### config.mk
export PLATFORM = sky130hd
export DESIGN_NAME = seven_seg_scanner
export DESIGN_NICKNAME = d
export VERILOG_FILES = /design/src/rtl/seven_seg_scanner.sv
export SDC_FILE = /design/constraint.sdc
export NUM_CORES = 1
export LEC_CHECK = 0
export ABC_AREA = 0
export BUFFER_PORTS_ARGS = -buffer_cell sky130_fd_sc_hd__buf_2
export CAP_MARGIN = 20
export CORE_UTILIZATION = 55
export CTS_CLUSTER_SIZE = 28
export DETAILED_ROUTE_END_ITERATION = 8
export GPL_ROUTABILITY_DRIVEN = 0
export PLACE_DENSITY = 0.85
export SLEW_MARGIN = 20
export SYNTH_ARGS = -nofsm -noshare
export SYNTH_HDL_FRONTEND = slang
export SYNTH_SLANG_ARGS = --single-unit
### constraint.sdc
create_clock -name CLK -period 7.4 [get_ports CLK]
set_input_delay 1.48 -clock CLK [delete_from_list [all_inputs] [get_ports CLK]]
set_output_delay 1.48 -clock CLK [all_outputs]
set_load 0.005 [all_outputs]
### src/rtl/seven_seg_scanner.sv
// rtl/seven_seg_scanner.sv - 8-digit seven-segment scanner with frame snapshot and anode dead-time
// Optional leading-zero blanking: define SEVEN_SEG_LEADING_ZERO_BLANK_EN.
module seven_seg_scanner #(
    parameter int DWELL_CYCLES = 50000,
    parameter int BLANK_CYCLES = 4
) (
    input  logic        CLK,
    input  logic        RESET,
    input  logic [31:0] SEVENSEGHEX,
    output logic [6:0]  SEVENSEGCAT,
    output logic [7:0]  SEVENSEGAN,
    output logic        FRAME_DONE
);

    localparam int DW = (DWELL_CYCLES > 1) ? $clog2(DWELL_CYCLES) : 1;
    localparam int BW = (BLANK_CYCLES > 1) ? $clog2(BLANK_CYCLES) : 1;
    localparam logic [DW-1:0] DWELL_LAST = DW'(DWELL_CYCLES - 1);
    localparam logic [BW-1:0] BLANK_LAST = BW'(BLANK_CYCLES - 1);

    typedef enum logic {BLANK, SHOW} state_t;

    state_t        state, state_next;
    logic [2:0]    idx, idx_next;
    logic [BW-1:0] blank_cnt, blank_cnt_next;
    logic [DW-1:0] dwell_cnt, dwell_cnt_next;
    logic [31:0]   snap, snap_next;
    logic [31:0]   live;
    logic [3:0]    nib;
    logic [7:0]    an, an_next;
    logic [6:0]    cat, cat_next;
    logic          done, done_next;

    function automatic logic [6:0] seg_decode(input logic [3:0] n);
        case (n)
            4'h0: seg_decode = 7'h40;
            4'h1: seg_decode = 7'h79;
            4'h2: seg_decode = 7'h24;
            4'h3: seg_decode = 7'h30;
            4'h4: seg_decode = 7'h19;
            4'h5: seg_decode = 7'h12;
            4'h6: seg_decode = 7'h02;
            4'h7: seg_decode = 7'h78;
            4'h8: seg_decode = 7'h00;
            4'h9: seg_decode = 7'h10;
            4'hA: seg_decode = 7'h08;
            4'hB: seg_decode = 7'h03;
            4'hC: seg_decode = 7'h46;
            4'hD: seg_decode = 7'h21;
            4'hE: seg_decode = 7'h06;
            default: seg_decode = 7'h0E;
        endcase
    endfunction

    always_ff @(posedge CLK or negedge RESET) begin
        if (!RESET) begin
            state     <= BLANK;
            idx       <= 3'd0;
            blank_cnt <= '0;
            dwell_cnt <= '0;
            snap      <= 32'd0;
            an        <= 8'hFF;
            cat       <= 7'h7F;
            done      <= 1'b0;
        end else begin
            state     <= state_next;
            idx       <= idx_next;
            blank_cnt <= blank_cnt_next;
            dwell_cnt <= dwell_cnt_next;
            snap      <= snap_next;
            an        <= an_next;
            cat       <= cat_next;
            done      <= done_next;
        end
    end

    // During digit-0 BLANK the live input is both captured and decoded, so the
    // digit-0 entry edge shows exactly the value the snapshot takes.
    always_comb begin
        live = (state == BLANK && idx == 3'd0) ? SEVENSEGHEX : snap;
        nib  = live[{idx, 2'b00} +: 4];

        state_next     = state;
        idx_next       = idx;
        blank_cnt_next = blank_cnt;
        dwell_cnt_next = dwell_cnt;
        snap_next      = live;
        an_next        = an;
        cat_next       = cat;
        done_next      = 1'b0;

        case (state)
            BLANK: begin
                if (blank_cnt == BLANK_LAST) begin
                    state_next     = SHOW;
                    blank_cnt_next = '0;
                    an_next        = ~(8'd1 << idx);
                    cat_next       = seg_decode(nib);
`ifdef SEVEN_SEG_LEADING_ZERO_BLANK_EN
                    if (idx != 3'd0 && (live >> {idx, 2'b00}) == 32'd0)
                        an_next = 8'hFF;
`endif
                end else begin
                    blank_cnt_next = blank_cnt + 1'b1;
                end
            end
            SHOW: begin
                if (dwell_cnt == DWELL_LAST) begin
                    state_next     = BLANK;
                    dwell_cnt_next = '0;
                    idx_next       = idx + 3'd1;
                    an_next        = 8'hFF;
                    cat_next       = 7'h7F;
                    done_next      = (idx == 3'd7);
                end else begin
                    dwell_cnt_next = dwell_cnt + 1'b1;
                end
            end
            default: state_next = BLANK;
        endcase
    end

    assign SEVENSEGAN  = an;
    assign SEVENSEGCAT = cat;
    assign FRAME_DONE  = done;

endmodule
* After elaboration in Yosys (flattened, before gate mapping)
Memory sizes are Yosys's and may differ from the RTL's.
Index checks and enable logic that the tools add are counted.
** Storage, ports and cells
- Register bits after elaboration :: 70
- Bits in read-only memories :: 112
- Logic and storage cells :: 39
- Memories :: 1
** Memory list
- (name not given) :: words 16, bits a word 7, rd ports 1, clocked after Yosys merged registers in 0, wr ports 0, RTL line 34 : case (n)
** Operators by class
- Add/subtract/negate cells :: 3
- Equality and inequality tests :: 5
- Shifts and indexed selects :: 2
- Muxes and demuxes :: 14
- Bitwise gates (word level) :: 2
- Reduce and logical (&&, ||, !) cells :: 4
** Operators with widths (count)
- $mux 32 :: 1
- $shiftx 32x6->4 :: 1
- $add 16x1->16 const B :: 1
- $eq 16x16->1 const B :: 1
- $mux 16 :: 1
- $mux 8 :: 2
- $pmux 8 s2 :: 1
- $mux 7 :: 2
- $pmux 7 s2 :: 1
- $not 8->8 :: 1
- $shl 1x3->8 const A :: 1
- $mux 1 :: 4
- $ne 2x1->1 const B :: 2
- $reduce_and 2->1 :: 2
- $add 3x1->3 const B :: 1
- $eq 3x3->1 const B :: 1
- $logic_not 3->1 :: 1
- $add 2x1->2 const B :: 1
- $eq 2x2->1 const B :: 1
- $mux 2 :: 1
- $pmux 1 s2 :: 1
- $logic_and 1x1->1 :: 1
- $not 1->1 :: 1

* Logic depth before layout (Yosys ltp)
An unclocked memory read counts as a cell.
- Depth after elaboration :: 7
- Gate-level depth with buffers :: 14
- Depth with buffers taken out :: 11

* Least setup slack after synthesis
No wires, ideal clock.
- Kind :: register to register
- From :: reg idx[0]
- To :: reg cat[3], in the netlist SEVENSEGCAT[3]
- Data arrival time :: 3323 ps
- Required time :: 7339 ps
- Slack :: 4017 ps
- Cell stages (with the launch flop) :: 15
- Clock period less this slack :: 3383 ps
- Path through :: dfrtp_1 > clkbuf_1 > inv_1 > ha_1 > or3b_1 > buf_6 > buf_6 > mux4_2 > mux4_1 > inv_1 > ha_1 > inv_1 > mux2i_1 > mux2i_1 > o22a_1
** Between the ends
- Word-level cells in the longest chain between the ends :: 7
** Ends and longest elaborated chain
- start: declaration :: RTL line 23 : logic [2:0] idx, idx_next;
- start signal: assignment :: RTL line 66 : idx <= idx_next;
- $logic_not 3->1 :: RTL line 79 : live = (state == BLANK && idx == 3'd0) ? SEVENSEGHEX : snap;
- $logic_and 1x1->1 :: RTL line 79
- $mux 32 :: RTL line 79
- $shiftx 32x6->4 * :: RTL line 80 : nib = live[{idx, 2'b00} +: 4];
- $mem_v2 16x7 *
- $mux 7 * :: RTL line 93 : if (blank_cnt == BLANK_LAST) begin
- $pmux 7 s2 * :: RTL line 91 : case (state)
- end signal: assignment :: RTL line 71 : cat <= cat_next;
- end: declaration :: RTL line 30 : logic [6:0] cat, cat_next;
Every way passes the cells marked *; elsewhere a longest branch is shown, timed or not. The select of a mux whose other input is x is not followed.
A chain may end at the register's enable or synchronous reset.

* Worst setup path in the final report
- From :: reg idx[0]
- To :: reg cat[5], in the netlist SEVENSEGCAT[5]
Same word-level chain as after synthesis.

==> out/metrics.yaml <==
crit_chain: "inv_1 -> ha_1 -> or3b_2 -> buf_4 -> mux4_1 -> mux4_1 -> inv_1 -> ha_1 -> mux2i_1 -> o22ai_1 -> o22a_1"
grtUsageMet1_pct: 30.1
setup-tns-final_ns: 0
grt_max_degree: 71
start_util_pct: 57.2
critPathSlowestCell: "dfrtp_1"
viasPerCell: 5.80
drt-initial-drc-count: 130
ys_top_cells_by_area: "dfrtp_1 38%, dfstp_2 11%, mux2_2 9.6%"
layout.nets: 397
status: "complete, no violations"
fin_util_pct: 64.0
dp_hpwl_um: 4860
cts_htree_levels: 3
cp.depth: 11
yosysWarnings: 0
p_leak_nw: 1.90
grtUsageMet2_pct: 33.4
clockBufferDepth: 2
reg2reg_depth: 11
ant_nets: 0
power_density_nw_per_um2: 176
cts.sinks: 70
grt_overflow: 0
hold_buffers: 0
slew_violations: 0
num_rows: 29
tightest_slew_ns: 0.867
drive_gt1_share_pct: 33.9
numPortBuffers: 49
syn_inst: 304
rsz0062_at_grt: "no"
finalCritPeriodShare_pct: 60.9
die_area_um2: 6970
postSynth.asyncResetShare_pct: 100
holdCritStartpoint: "dwell_cnt[13]$_DFFE_PN0P_"
drv_cap: 0
synth_top_area_cell: "dfrtp_1"
cts_tree: "built"
yosysMostFrequentCell: "dfrtp_1"
antenna_found_initial: 0
vias: 2498
die_height_um: 83.5
max_freq_mhz: 222
rr_endpoint: "SEVENSEGCAT[5]$_DFFE_PN1P_"
reg2reg_from: "idx[0]$_DFFE_PN0P_"
hold_depth: 1
numCtsBuffers: 9
hold_viol: 0
wl_per_cell_um: 16.0
top_usage_layer: "met2"
crit_buf_inv: 3
clkTransAtPathRegs_ns: 0.07
grt_pass1_vias: 2465
num_io_pins: 50
syn2layout_area_growth_pct: 11.8
path_class: "flop to flop"
avgSynthCellArea_um2: 12.0
grtUsageTotal_pct: 21.6
first_pass_iters: 5
cp-end-kind: "flop"
slew_headroom_pct: 42.2
n_antenna_cell: 0
clockRootBuffer: "clkbuf_8"
vdd_drop_max_mv: 0.138
post-cts-setup-buffers: 0
fp.coreArea_um2: 6390
critPathRequiredTime_ns: 7.69
num-fill-cells: 492
clk_latency_ns: 0.34
max_stage_delay_ns: 0.76
synthesis.area_um2: 3650
critPathLaunchType: "flop"
setup_viol: 0
skew_ns: 0.00938
ys_seq_elements: 70
met3_usage_pct: 3.46
synth_cell_type_count: 45
crit_end: "SEVENSEGCAT[5]$_DFFE_PN1P_"
crit_fanout: 25
worstPathArrival_ns: 4.80
wirelength_um: 6880
syn_nets: 352
synth_top_area_share_pct: 37.7
seq_area_frac_synth_pct: 48.4
dieWidth_um: 83.5
route.detailed.drc: 0
ctsResizeCount: 0
synth_edf_count: 0
synth_common_cells: "55 x dfrtp_1, 31 x mux2_2, 29 x nor2_1"
path_delay_family: "multiplexers"
period_needed_ns: 4.51
holdCritPathClass: "flop to flop"
ys.flop_type: "dfrtp_1"
crit_start: "idx[0]$_DFFE_PN0P_"
grt_pass1_wl_um: 11900
r2r_setup_slack_ns: 2.89
[layout make-up]
type	instances	area, um2	area share (%)
sequential	70	1770	43.3
inverter	8	30.0	0.735
tap	77	96.3	2.36
timing repair buffer	51	260	6.37
clock inverter	2	10.0	0.245
clock buffer	14	153	3.74
multi-input combinational	209	1770	43.2
[flip-flops by register name (all words and copies together), names as in the netlist]
signal and flops:
FRAME_DONE 1, idx 3, state 1, dwell_cnt 16, blank_cnt 2, SEVENSEGCAT 7, SEVENSEGAN 8, snap 32
[placed cells by master, fill, tap and decap left out, types with 3 or more instances in the layout]
cell type,synthesis,layout
dfrtp_1,55,55
buf_2,2,49
mux2_2,31,31
nor2_1,29,29
dfstp_2,15,15
nand2_1,15,15
ha_1,14,14
nand3_1,12,12
clkbuf_8,0,10
mux2i_1,9,9
inv_1,8,8
mux4_1,8,8
o21ai_0,8,8
xor2_1,8,8
a21oi_1,8,7
nor3_1,7,6
nand2b_1,6,6
xnor2_1,6,6
a31oi_1,6,6
mux4_2,4,4
clkbuf_1,11,4
a21o_1,3,3
nor3b_1,3,3
o22ai_1,3,3
o22a_1,3,3
and3_1,3,3
[routing by layer]
metal | routed length, um | vias to the layer above | share of wire, %
met4 | 110 | 0 | 1.6
met1 | 3230 | 1233 | 47
li1 | - | 1189 | -
met2 | 3270 | 65 | 48
met3 | 266 | 11 | 3.9
met5 | 0 | - | 0
[worst register-to-register path: cells and delay by family, from the launching register on]
| family | cells | cell delay (ns) |
|---|---|---|
| buf+inv | 3 | 0.88 |
| compound gates | 2 | 0.34 |
| flops | 1 | 0.76 |
| fa+ha+maj | 2 | 0.58 |
| mux | 3 | 1.33 |
| simple gates | 1 | 0.58 |
[metrics by stage]
step | instance area (um2) | total power [mW] | cells | setup slack, ns | hold slack [ns]
after floorplan | 3650 | 0.436 | 304 | 4.02 | 0.450
after global placement | 3920 | 0.460 | 415 | 2.99 | 0.468
after detailed placement | 3920 | 0.463 | 415 | 2.91 | 0.477
after global routing | 4090 | 0.749 | 431 | 2.59 | 0.505
final | 4090 | 0.720 | 431 | 2.89 | 0.493
after CTS | 4080 | 0.727 | 431 | 2.88 | 0.490
[logic make-up after synthesis]
kind of cell / synth area share, %
adder cells (fa/ha/maj): 4.79
AND/OR/NAND/NOR: 11.8
multiplexers: 20.6
AO/OA/AOI/OAI: 7.53
XOR/XNOR: 3.36
buffers and inverters: 3.46
flip-flops: 48.4
[where the power goes]
| part | internal, mW | switching, mW |
|---|---|---|
| Clock | 0.130 | 0.134 |
| Combinational | 0.0273 | 0.0254 |
| Sequential | 0.397 | 0.00584 |
[how the worst min path moves through the flow]
stage | endpoint | slack [ns]
after global routing | snap[1]$_DFF_PN0_ | 0.50
after floorplan | snap[14]$_DFF_PN0_ | 0.45
after global placement | snap[14]$_DFF_PN0_ | 0.47
after CTS | dwell_cnt[13]$_DFFE_PN0P_ | 0.49
final | dwell_cnt[13]$_DFFE_PN0P_ | 0.49
after detailed placement | dwell_cnt[13]$_DFFE_PN0P_ | 0.48
No activity file was read; power rests on OpenSTA's default activity.
